--- config.mk ---
export PLATFORM = sky130hd
export DESIGN_NAME = irq_nest_ctrl_flat
export DESIGN_NICKNAME = d
export VERILOG_FILES = /design/src/rtl/irq_pkg.sv /design/src/rtl/irq_nest_ctrl_if.sv /design/src/rtl/irq_prio_enc.sv /design/src/rtl/irq_nest_ctrl.sv /design/src/flat_wrapper.sv
export SDC_FILE = /design/constraint.sdc
export NUM_CORES = 1
export LEC_CHECK = 0
export CORE_ASPECT_RATIO = 2
export CORE_MARGIN = 4
export CORE_UTILIZATION = 50
export DETAILED_ROUTE_END_ITERATION = 6
export GPL_TIMING_DRIVEN = 1
export PLACE_DENSITY = 0.7
export SYNTH_ARGS = -nofsm -noshare
export SYNTH_HDL_FRONTEND = slang
export SYNTH_HIERARCHICAL = 1
export SYNTH_SLANG_ARGS = --single-unit
--- constraint.sdc ---
create_clock -name clk -period 14.05 [get_ports clk]
set_clock_uncertainty 0.1 [all_clocks]
set_input_delay 2.81 -clock clk [delete_from_list [all_inputs] [get_ports clk]]
set_output_delay 2.81 -clock clk [all_outputs]
set_load 0.01 [all_outputs]
--- src/rtl/irq_pkg.sv ---
// irq_pkg: register offsets, STAT bit positions and vector width for irq_nest_ctrl
package irq_pkg;
  localparam logic [11:0] OFF_RA   = 12'hfff;
  localparam logic [11:0] OFF_ISR  = 12'hffe;
  localparam logic [11:0] OFF_IMR  = 12'hffd;
  localparam logic [11:0] OFF_EDGE = 12'hffc;
  localparam logic [11:0] OFF_VEC  = 12'hffb;
  localparam logic [11:0] OFF_STAT = 12'hffa;
  localparam int STAT_UNDER = 31;
  localparam int STAT_OVER  = 30;
  localparam int VEC_W      = 5;
endpackage

--- src/rtl/irq_nest_ctrl_if.sv ---
// irq_nest_ctrl_if: data-bus slave port of the nested interrupt controller
interface irq_nest_ctrl_if;
  logic        strobe;
  logic        rw;
  logic [31:0] d_addr;
  logic [31:0] d_wdata;
  logic [31:0] d_rdata;
  logic        d_rvalid;
  modport master(output strobe, rw, d_addr, d_wdata, input d_rdata, d_rvalid);
  modport slave(input strobe, rw, d_addr, d_wdata, output d_rdata, d_rvalid);
endinterface

--- src/rtl/irq_prio_enc.sv ---
// irq_prio_enc: lowest-index-first priority encoder
module irq_prio_enc
  import irq_pkg::*;
#(
  parameter int N = 32
) (
  input  logic [N-1:0]     req,
  output logic             any,
  output logic [VEC_W-1:0] idx
);
  always_comb begin
    any = |req;
    idx = '0;
    for (int i = N - 1; i >= 0; i--)
      if (req[i]) idx = VEC_W'(i);
  end
endmodule

--- src/rtl/irq_nest_ctrl.sv ---
// irq_nest_ctrl: nested external-interrupt controller with RA/IMR frame stack on the data bus
module irq_nest_ctrl
  import irq_pkg::*;
#(
  parameter int          IRQ_COUNT  = 32,
  parameter int          DEPTH_BITS = 2,
  parameter logic [19:0] BASE_PAGE  = 20'hfffff,
  parameter logic [31:0] IMR_RESET  = '0
) (
  input  logic                 clk,
  input  logic                 reset_n,
  input  logic [IRQ_COUNT-1:0] irq,
  irq_nest_ctrl_if.slave       bus,
  output logic                 trap,
  output logic [VEC_W-1:0]     vector
);
  localparam int DEPTH = 1 << DEPTH_BITS;
  localparam int N = IRQ_COUNT;
  logic [N-1:0] isr, edge_mode, irq_q, pend, clr, isr_n;
  logic [N-1:0] imr [DEPTH];
  logic [31:0] ra [DEPTH];
  logic [DEPTH_BITS-1:0] depth, dp1;
  logic err_under, err_over, sel, rd, wr, any;
  logic [11:0] off;
  logic [VEC_W-1:0] idx;
  logic [31:0] rd_val;
  irq_prio_enc #(.N(N)) u_enc (.req(pend), .any(any), .idx(idx));
  always_comb begin
    sel = bus.strobe && bus.d_addr[31:12] == BASE_PAGE;
    off = bus.d_addr[11:0];
    rd = sel && !bus.rw;
    wr = sel && bus.rw;
    dp1 = depth + 1'b1;
    pend = isr & imr[depth];
    clr = (wr && off == OFF_ISR) ? bus.d_wdata[N-1:0] & edge_mode : '0;
    // a new edge in the same cycle as its W1C survives the clear
    isr_n = (edge_mode & ((isr & ~clr) | (irq & ~irq_q))) | (~edge_mode & irq);
    rd_val = off == OFF_RA   ? (depth == '0 ? 32'h0 : ra[depth]) :
             off == OFF_ISR  ? 32'(isr) :
             off == OFF_IMR  ? 32'(imr[depth]) :
             off == OFF_EDGE ? 32'(edge_mode) :
             off == OFF_VEC  ? {trap, 26'b0, vector} :
             off == OFF_STAT ? {err_under, err_over, 30'(depth)} : 32'h0;
  end
  always_ff @(posedge clk) begin
    if (!reset_n) begin
      isr <= '0;
      edge_mode <= '0;
      irq_q <= '0;
      depth <= '0;
      err_under <= 1'b0;
      err_over <= 1'b0;
      trap <= 1'b0;
      vector <= '0;
      bus.d_rvalid <= 1'b0;
      bus.d_rdata <= '0;
      for (int i = 0; i < DEPTH; i++) begin
        ra[i] <= '0;
        imr[i] <= i == 0 ? IMR_RESET[N-1:0] : '0;
      end
    end else begin
      irq_q <= irq;
      isr <= isr_n;
      trap <= any;
      if (any) vector <= idx;
      bus.d_rvalid <= rd;
      if (rd) bus.d_rdata <= rd_val;
      if (rd && off == OFF_RA) begin
        if (depth == '0) err_under <= 1'b1;
        else depth <= depth - 1'b1;
      end
      if (wr && off == OFF_RA) begin
        if (&depth) err_over <= 1'b1;
        else begin
          ra[dp1] <= bus.d_wdata;
          imr[dp1] <= '0;
          depth <= dp1;
        end
      end
      if (wr && off == OFF_IMR) imr[depth] <= bus.d_wdata[N-1:0];
      if (wr && off == OFF_EDGE) edge_mode <= bus.d_wdata[N-1:0];
      if (wr && off == OFF_STAT) begin
        if (bus.d_wdata[STAT_UNDER]) err_under <= 1'b0;
        if (bus.d_wdata[STAT_OVER]) err_over <= 1'b0;
      end
    end
  end
endmodule

--- src/flat_wrapper.sv ---
// flat-port wrapper written by rule: the top's interface ports become plain ports
module irq_nest_ctrl_flat import irq_pkg::*;
#(
  parameter int          IRQ_COUNT  = 32,
  parameter int          DEPTH_BITS = 2,
  parameter logic [19:0] BASE_PAGE  = 20'hfffff,
  parameter logic [31:0] IMR_RESET  = '0
)
  (clk, reset_n, irq, trap, vector, bus_strobe, bus_rw, bus_d_addr, bus_d_wdata, bus_d_rdata, bus_d_rvalid);
  irq_nest_ctrl_if bus_i ();
  input  logic clk;
  input  logic reset_n;
  input  logic [IRQ_COUNT-1:0] irq;
  output logic trap;
  output logic [VEC_W-1:0] vector;
  input wire logic [$bits(bus_i.strobe)-1:0] bus_strobe;
  input wire logic [$bits(bus_i.rw)-1:0] bus_rw;
  input wire logic [$bits(bus_i.d_addr)-1:0] bus_d_addr;
  input wire logic [$bits(bus_i.d_wdata)-1:0] bus_d_wdata;
  output wire logic [$bits(bus_i.d_rdata)-1:0] bus_d_rdata;
  output wire logic [$bits(bus_i.d_rvalid)-1:0] bus_d_rvalid;
  assign bus_i.strobe = bus_strobe;
  assign bus_i.rw = bus_rw;
  assign bus_i.d_addr = bus_d_addr;
  assign bus_i.d_wdata = bus_d_wdata;
  assign bus_d_rdata = bus_i.d_rdata;
  assign bus_d_rvalid = bus_i.d_rvalid;
  irq_nest_ctrl #(.IRQ_COUNT(IRQ_COUNT), .DEPTH_BITS(DEPTH_BITS), .BASE_PAGE(BASE_PAGE), .IMR_RESET(IMR_RESET)) u_core (.clk(clk), .reset_n(reset_n), .irq(irq), .bus(bus_i), .trap(trap), .vector(vector));
endmodule
==> results of run 1 <==
## cells in the final DEF, fill, tap and decap left out, types with 25 or more instances in the layout
| master | instances |
|---|---|
| edfxtp_1 | 256 |
| and2_1 | 230 |
| nand2_1 | 188 |
| dfxtp_1 | 137 |
| clkdlybuf4s50_1 | 135 |
| and3_1 | 98 |
| mux4_2 | 64 |
| a31oi_1 | 59 |
| a21oi_1 | 46 |
| clkbuf_16 | 39 |
| nand3_1 | 39 |
| o21ai_0 | 35 |
| mux2i_1 | 34 |
| a21o_1 | 33 |
| buf_4 | 28 |
| o22ai_1 | 28 |
| nor2_1 | 25 |
## worst reg2reg max path, stage by stage (launching register included)
cell      delay, ns
dfxtp_2        0.78
buf_4          0.71
inv_1          0.17
ha_1           0.35
o22ai_1        0.38
nand3_1        0.28
nor4_4         0.32
buf_4          0.37
nand2b_1       0.46
buf_4          0.43
## cell type report
type | instances | area [µm²]
clock buffers | 54 | 1040
clock inverters | 12 | 113
flip-flops and latches | 395 | 10500
inverters | 11 | 41.3
multi-input cells | 1010 | 7150
repair buffers | 165 | 1570
fillers | 2960 | 14800
well taps | 450 | 563
## kinds of logic after synthesis
family / count (synthesis) / synth area share
mux: 101 / 0.0999
fa+ha+maj: 4 / 0.00275
buf+inv: 126 / 0.0323
simple gates: 669 / 0.207
compound gates: 236 / 0.0820
flops: 395 / 0.576
## through the flow
stage | setup WS [ns] | util | power [mW] | instances | hold slack, ns
2_1_floorplan | 6.35 | - | 1.39 | 1531 | 0.347
3_3_place_gp | 7.24 | 0.553 | 1.47 | 2031 | 0.351
3_5_place_dp | 7.10 | 0.553 | 1.47 | 2031 | 0.357
4_1_cts | 7.66 | 0.585 | 2.44 | 2097 | 0.372
5_1_grt | 7.43 | 0.585 | 2.50 | 2097 | 0.382
6_report | 7.60 | 0.585 | 2.42 | 2097 | 0.370
## power breakdown
part | leakage, nW | total, mW | internal (mW) | switching [mW]
clock network | 0.547 | 0.973 | 0.539 | 0.434
registers | 3.61 | 1.30 | 1.28 | 0.0187
logic | 3.47 | 0.152 | 0.0643 | 0.0880
total | 7.62 | 2.42 | 1.88 | 0.541
## worst min-delay path by stage
stage | depth (start not counted) | endpoint | startpoint | slack [ns]
final | 2 | u_core/isr[18]$_SDFF_PN0_ | u_core/irq_q[18]$_SDFF_PN0_ | 0.37
after detailed placement | 2 | u_core/isr[28]$_SDFF_PN0_ | u_core/irq_q[28]$_SDFF_PN0_ | 0.36
after floorplan | 2 | u_core/isr[0]$_SDFF_PN0_ | u_core/irq_q[0]$_SDFF_PN0_ | 0.35
after global placement | 2 | u_core/isr[11]$_SDFF_PN0_ | u_core/irq_q[11]$_SDFF_PN0_ | 0.35
after CTS | 2 | u_core/isr[18]$_SDFF_PN0_ | u_core/irq_q[18]$_SDFF_PN0_ | 0.37
after global routing | 2 | u_core/isr[18]$_SDFF_PN0_ | u_core/irq_q[18]$_SDFF_PN0_ | 0.38
## metal layers
metal  up-vias  global-route usage  wire (µm)
li1       5816                   -          -
met1      6326               0.280      17400
met2       490               0.474      28100
met3       142              0.0312       2570
met4         0               0.131       2770
met5         -                   0          0
## sequential cells by signal, indices dropped and copies added (netlist names), named ones only
name,cells
u_core/vector,5
u_core/imr,128
u_core/irq_q,32
u_core/bus.d_rvalid,1
u_core/isr,32
u_core/trap,1
u_core/edge_mode,32
u_core/err_over,1
u_core/depth,1
u_core/bus.d_rdata,32
u_core/ra,128
u_core/err_under,1
==> flow_summary.ini, run 1 <==
[synth]
synth_flop_cell = edfxtp_1
synthesis.area_um2 = 18200
avgSynthCellArea_um2 = 11.9
synth_seq_cells = 395
yosysSeqAreaShare = 0.576
yosysWarnings = 6
post-synth-top-area-cell = edfxtp_1
syn-num-nets = 1635
syn_inst = 1531
synthDistinctLibCells = 57
synth_edf_count = 256
ys_top_cells_by_count = 256 x edfxtp_1, 230 x and2_1, 188 x nand2_1
yosysTopAreaCellShare = 0.423
synthArstFlopShare = 0
ys_top_cells_by_area = edfxtp_1 42%, dfxtp_1 15%, mux4_2 7.9%
yosysMostFrequentCell = edfxtp_1

[drt]
post-route-drc-count = 0
num_vias = 12774
final_antenna_net_count = 0
first_pass_iters = 5
avgViaCountPerCell = 6.09
avgRoutedWirePerCell_um = 24.3
drtIter0Drc = 1207
wirelength_mm = 50.9

[setup_path]
critPathSlowestCell = and4_2
endpoint = u_core/ra[2][5]$_SDFFCE_PN0P_
crit_fanout = 33
path_common_cell = buf_4
regToRegSetupSlack_ns = 9.34
critPathBufInv = 3
rr_worst_depth = 9
crit_type = in2reg
slowest_delay_ns = 0.88
worst_ep_required_time_ns = 14.13
crit_path_cell_trace = clkdlybuf4s50_1, and4_1, and4_2, nand4b_1, nor4_4, buf_4, nand2b_1, buf_4
cp.depth = 8
endpoint_kind = flip-flop
crit_path_start = bus_d_addr[11]
crit_arrival_ns = 6.53
cp_top_family = simple AND/OR/NAND/NOR gates
start_kind = input pin
reg2reg_to = u_core/imr[1][21]$_SDFFCE_PN0P_

[floorplan]
num_rows = 98
start_util = 0.507
dieHeight_um = 278
dieArea_um2 = 39600
dieWidth_um = 143
io_pins = 139
core_um2 = 35800

[cells_and_area]
final_layout_size_suffix_gt1_frac = 0.107
postLayoutCellArea_um2 = 21000
antenna_cells = 0
nets = 1723
area_growth_pct = 15.4

[cts]
cts.sinks = 395
clk_pin_slew_ns = 0.06
clock_tree.buffer_depth = 3
cts_post_setup_buffers_inserted = 0
numCtsBuffers = 36
ctsHtreeMaxLevel = 2
cts_tree = built
cts_resized = 0
postCtsHoldBufs = 0
cts-root-buf = clkbuf_16
clk_latency_ns = 0.54

[sta]
fin_setup_tns_ns = 0
tightest_slew_ns = 1.04
setup_viol = 0
post-route-min-period_ns = 6.45
max_freq_mhz = 155
min_period_over_period = 0.459
maxSlewViolCount = 0
rsz0062_at_grt = false
timing.final.hold_violations = 0
slew_headroom = 0.306

[placement]
placed_cell_area_um2 = 19800
routabilityCongestion = 0.882
io_buffers = 138
hpwl_mm = 33.4

[pwr]
irDropWorstVdd_v = 0.000123
leakagePower_nw = 7.62
powerDensity_nw_per_um2 = 116

[global_routing]
grt-ovfl-total = 0
grt_max_degree = 129
grt.total_usage = 0.256
grt_antenna_before_repair = 0
grt_pass1_vias = 13018
grt_pass1_wl_mm = 76.9

[run]
drv_cap = 0

[status]
status = complete, no violations

[hold_path]
hold_class = reg2reg
Note: power is estimated with default switching activity, not from simulation.
==> run 2: changes to the inputs <==
Settings changed: PLACE_DENSITY 0.7 to 0.73.
Clock period 14.05 ns to 5.3 ns, I/O delays scaled along.
==> run 2 against run 1 <==
Worst setup slack worse by 6.2 ns. Die area stayed put. Register-to-register slack worse by 7.9 ns. Combinational power grew to 2.7 times the previous value. Routed wire length is 1.2% higher. Clock power grew to 2.9 times the previous value. Sequential cell count stayed put. Count of clock-buffer cells in the layout is 3 lower. Largest cell class unchanged. Largest power group unchanged.
==> flow_summary.ini, run 2 (synthesis results as in run 1) <==
[status]
status = complete, no violations

[global_routing]
grt_antenna_before_repair = 0
met2_usage = 0.489
grt-busiest-layer = met2
grt_pass1_wl_mm = 77.6
grt_util_met1 = 0.273
grt.total_usage = 0.256
grt_max_degree = 129
grt-ovfl-total = 0
groute.layer.met3.usage = 0.0314
grt_pass1_vias = 13509

[sta]
fin_setup_tns_ns = 0
rsz0062_at_grt = false
post-route-min-period_ns = 3.89
min_period_over_period = 0.735
tightest_slew_ns = 1.01
timing.final.hold_violations = 0
maxSlewViolCount = 0
max_freq_mhz = 257
setup_viol = 0
slew_headroom = 0.325

[cts]
clk_latency_ns = 0.54
postCtsHoldBufs = 0
clock_tree.buffer_depth = 3
cts_tree = built
numCtsBuffers = 36
clk_pin_slew_ns = 0.07
cts.sinks = 395
cts_resized = 0
ctsHtreeMaxLevel = 2
cts-root-buf = clkbuf_16
cts_post_setup_buffers_inserted = 0

[setup_path]
regToRegSetupSlack_ns = 1.41
start_kind = flip-flop
crit_path_start = u_core/depth[0]$_SDFF_PN0_
endpoint_kind = flip-flop
worst_ep_required_time_ns = 5.65
crit_fanout = 36
r2r-start = u_core/depth[0]$_SDFF_PN0_
rr_worst_depth = 10
crit_arrival_ns = 4.25
crit_type = reg2reg
reg2reg_to = u_core/vector[0]$_SDFFE_PN0P_

[floorplan]
start_util = 0.507
dieArea_um2 = 39600
core_um2 = 35800
dieHeight_um = 278
dieWidth_um = 143
num_rows = 98
io_pins = 139

[pwr]
powerDensity_nw_per_um2 = 313
leakagePower_nw = 7.79
irDropWorstVdd_v = 0.000364

[drt]
avgViaCountPerCell = 6.20
final_antenna_net_count = 0
num_vias = 13082
first_pass_iters = 5
wirelength_mm = 51.5
post-route-drc-count = 0
avgRoutedWirePerCell_um = 24.4
drtIter0Drc = 1164

[cells_and_area]
final_layout_size_suffix_gt1_frac = 0.113
mostFrequentLayoutCells = 256 x edfxtp_1, 230 x and2_1, 188 x nand2_1, 137 x dfxtp_1, 135 x clkdlybuf4s50_1
nets = 1736
antenna_cells = 0
layout.cells.most_common = edfxtp_1
finish.utilization = 0.593
largestRegisters = u_core/imr (128), u_core/ra (128)
area_growth_pct = 16.9

[placement]
io_buffers = 138
hpwl_mm = 34.5
routabilityCongestion = 0.882

[hold_path]
min_from = u_core/irq_q[1]$_SDFF_PN0_
holdPathStages = 2
hold_end = u_core/isr[1]$_SDFF_PN0_
hold_class = reg2reg

[run]
drv_cap = 0
[run 2: changes by cell type in the layout (fill, tap and decap cells not counted), moves of 2 or more]
| cell | delta |
|---|---|
| and4_1 | +3 |
| and4_2 | -3 |
| buf_12 | +5 |
| buf_4 | +8 |
| bufinv_16 | +5 |
| clkbuf_1 | -2 |
| clkinvlp_4 | -2 |
| o41ai_2 | -2 |
| o41ai_4 | +2 |
[run 2: where the power goes]
part	switching (mW)	total [mW]	internal, mW
clock	1.15	2.80	1.65
combinational	0.234	0.409	0.175
sequential	0.0489	3.44	3.39
total	1.44	6.65	5.21
[run 2: layer usage]
layer,routed length [µm],vias up
met5,0,-
met2,28800,507
met4,2460,0
met1,17700,6576
met3,2490,147
li1,-,5852
[run 2: stage by stage]
stage | hold WS, ns | setup slack, ns | instances | area [µm²] | total power [mW]
5_1_grt | 0.370 | 1.11 | 2110 | 21200 | 6.82
3_3_place_gp | 0.351 | 1.04 | 2044 | 20000 | 3.89
6_report | 0.359 | 1.41 | 2110 | 21200 | 6.65
2_1_floorplan | 0.347 | 0.881 | 1531 | 18200 | 3.68
4_1_cts | 0.352 | 1.40 | 2110 | 21200 | 6.67
3_5_place_dp | 0.359 | 0.958 | 2044 | 20000 | 3.91
[run 2: how the worst max path moves through the flow]
stage	endpoint	slack, ns
CTS	u_core/vector[0]$_SDFFE_PN0P_	1.40
finish	u_core/vector[0]$_SDFFE_PN0P_	1.41
global placement	u_core/imr[0][15]$_SDFFCE_PN0P_	1.04
detailed placement	u_core/ra[1][17]$_SDFFCE_PN0P_	0.96
floorplan	u_core/ra[3][0]$_DFFE_PP_	0.88
global route	u_core/vector[0]$_SDFFE_PN0P_	1.11
[run 2: layout make-up]
type	instances	area (µm²)
Fill cell	2927	14600
Sequential cell	395	10500
Multi-Input combinational cell	1010	7170
Timing Repair Buffer	178	1730
Clock buffer	51	1020
Tap cell	450	563
Clock inverter	15	244
Inverter	11	41.3
[run 2: critical path, stage by stage (launching register included)]
cell       delay [ns]
dfxtp_4          0.81
buf_4            0.52
mux4_2           0.60
and2_1           0.25
nor3b_1          0.22
nor3_1           0.08
o31ai_1          0.33
o2111ai_1        0.30
a221oi_1         0.37
mux2i_1          0.13
nor2_1           0.11
==> run 3: changes to the inputs <==
Settings changed: PLACE_DENSITY 0.73 to 0.7.
Clock period 5.3 ns to 3.8 ns, I/O delays scaled along.
==> run 3 against run 2 <==
Hold slack better by 0.012 ns. Sequential share of layout area down 0.61 points. Routed wire length down 2.7%. Critical path type unchanged.
==> flow_summary.ini, run 3 (synthesis results as in run 1) <==
[status]
status = complete, no violations

[setup_path]
critPathSlowestCell = dfxtp_4
crit_path_start = u_core/depth[0]$_SDFF_PN0_
slowest_delay_ns = 0.71
crit_path_cell_trace = buf_4, mux4_2, and2_1, nor3b_1, nor3_1, o31ai_1, o2111ai_1, a221oi_1, mux2i_1, nor2_1
crit_fanout = 29
start_kind = flip-flop
r2r-start = u_core/depth[0]$_SDFF_PN0_
crit_type = reg2reg
rr_worst_depth = 10
endpoint_kind = flip-flop
reg2reg_to = u_core/vector[0]$_SDFFE_PN0P_
endpoint = u_core/vector[0]$_SDFFE_PN0P_
crit_arrival_ns = 3.93
regToRegSetupSlack_ns = 0.24
worst_ep_required_time_ns = 4.16

[hold_path]
min_from = u_core/irq_q[7]$_SDFF_PN0_
hold_class = reg2reg
holdPathStages = 2

[drt]
num_vias = 12905
avgRoutedWirePerCell_um = 23.4
drtIter0Drc = 970
post-route-drc-count = 0
first_pass_iters = 6
avgViaCountPerCell = 6.04
final_antenna_net_count = 0
wirelength_mm = 50.1

[pwr]
leakagePower_nw = 7.97
p_total_mw = 9.32
irDropWorstVdd_v = 0.000420
powerDensity_nw_per_um2 = 433

[placement]
hpwl_mm = 34.2
io_buffers = 138
routabilityCongestion = 0.874

[sta]
timing.final.hold_violations = 0
max_freq_mhz = 281
tightest_slew_ns = 1.13
setup_viol = 0
min_period_over_period = 0.937
rsz0062_at_grt = false
slew_headroom = 0.245
post-route-min-period_ns = 3.56
maxSlewViolCount = 0
holdWs_ns = 0.371
fin_setup_tns_ns = 0

[cells_and_area]
mostFrequentLayoutCells = 256 x edfxtp_1, 230 x and2_1, 188 x nand2_1, 137 x dfxtp_1, 135 x clkdlybuf4s50_1
finish.utilization = 0.601
antenna_cells = 0
area_growth_pct = 18.4
layout.cells.most_common = edfxtp_1
largestRegisters = u_core/imr (128), u_core/ra (128)
final_layout_size_suffix_gt1_frac = 0.132
nets = 1762

[cts]
ctsHtreeMaxLevel = 2
cts.sinks = 395
clk_pin_slew_ns = 0.07
clock_tree.buffer_depth = 3
numCtsBuffers = 37
clk_latency_ns = 0.55
cts-root-buf = clkbuf_16
cts_tree = built
postCtsHoldBufs = 0

[global_routing]
grt_max_degree = 92
grt.total_usage = 0.252
grt-ovfl-total = 0
grt_antenna_before_repair = 0
grt_pass1_wl_mm = 76.2
grt_pass1_vias = 13416

[floorplan]
dieArea_um2 = 39600
io_pins = 139
dieHeight_um = 278
core_um2 = 35800
start_util = 0.507
dieWidth_um = 143
num_rows = 98

[run]
drv_cap = 0
[run 3: area by class of cell]
type                    instances  area [µm²]
fillers                      2904       14300
multi-input cells            1010        7180
flip-flops and latches        395       10500
clock inverters                20         256
well taps                     450         563
inverters                      11        41.3
repair buffers                203        1960
clock buffers                  47        1040
[run 3: worst min path at each step]
| stage | to | slack [ns] |
|---|---|---|
| global route | u_core/isr[10]$_SDFF_PN0_ | 0.39 |
| global placement | u_core/isr[7]$_SDFF_PN0_ | 0.35 |
| detailed placement | u_core/isr[7]$_SDFF_PN0_ | 0.36 |
| floorplan | u_core/isr[0]$_SDFF_PN0_ | 0.35 |
| CTS | u_core/isr[7]$_SDFF_PN0_ | 0.37 |
| finish | u_core/isr[7]$_SDFF_PN0_ | 0.37 |
[run 3: timing repair]
item | CTS | global route
setup buffers | 0 | 0
gates resized for setup | 0 | 1
setup endpoints to repair | 0 | 5
[run 3: metrics by stage]
stage / cell area [µm²] / instances / setup slack [ns]
after global routing: 21500 / 2136 / 0.0551
after floorplan: 18200 / 1531 / 0.127
after detailed placement: 20200 / 2069 / 0.112
after CTS: 21500 / 2136 / 0.0955
final: 21500 / 2136 / 0.239
after global placement: 20200 / 2069 / 0.157
[run 3: worst max-delay path, delay by kind of cell, from the launching register on]
family	cells	cell delay, ns
AOI/OAI and AO/OA	3	0.99
buffers and inverters	1	0.26
and+or+nand+nor	4	0.72
DFF	1	0.71
muxes	2	0.69
[run 3: report_power, final]
| part | switching (mW) | internal [mW] |
|---|---|---|
| Sequential | 0.0711 | 4.73 |
| Combinational | 0.323 | 0.253 |
| Clock | 1.64 | 2.30 |
[run 3: routing by layer]
layer	share of wire	track usage
met2	0.57	0.485
met1	0.33	0.263
met4	0.053	0.124
met5	0	0
met3	0.045	0.0259
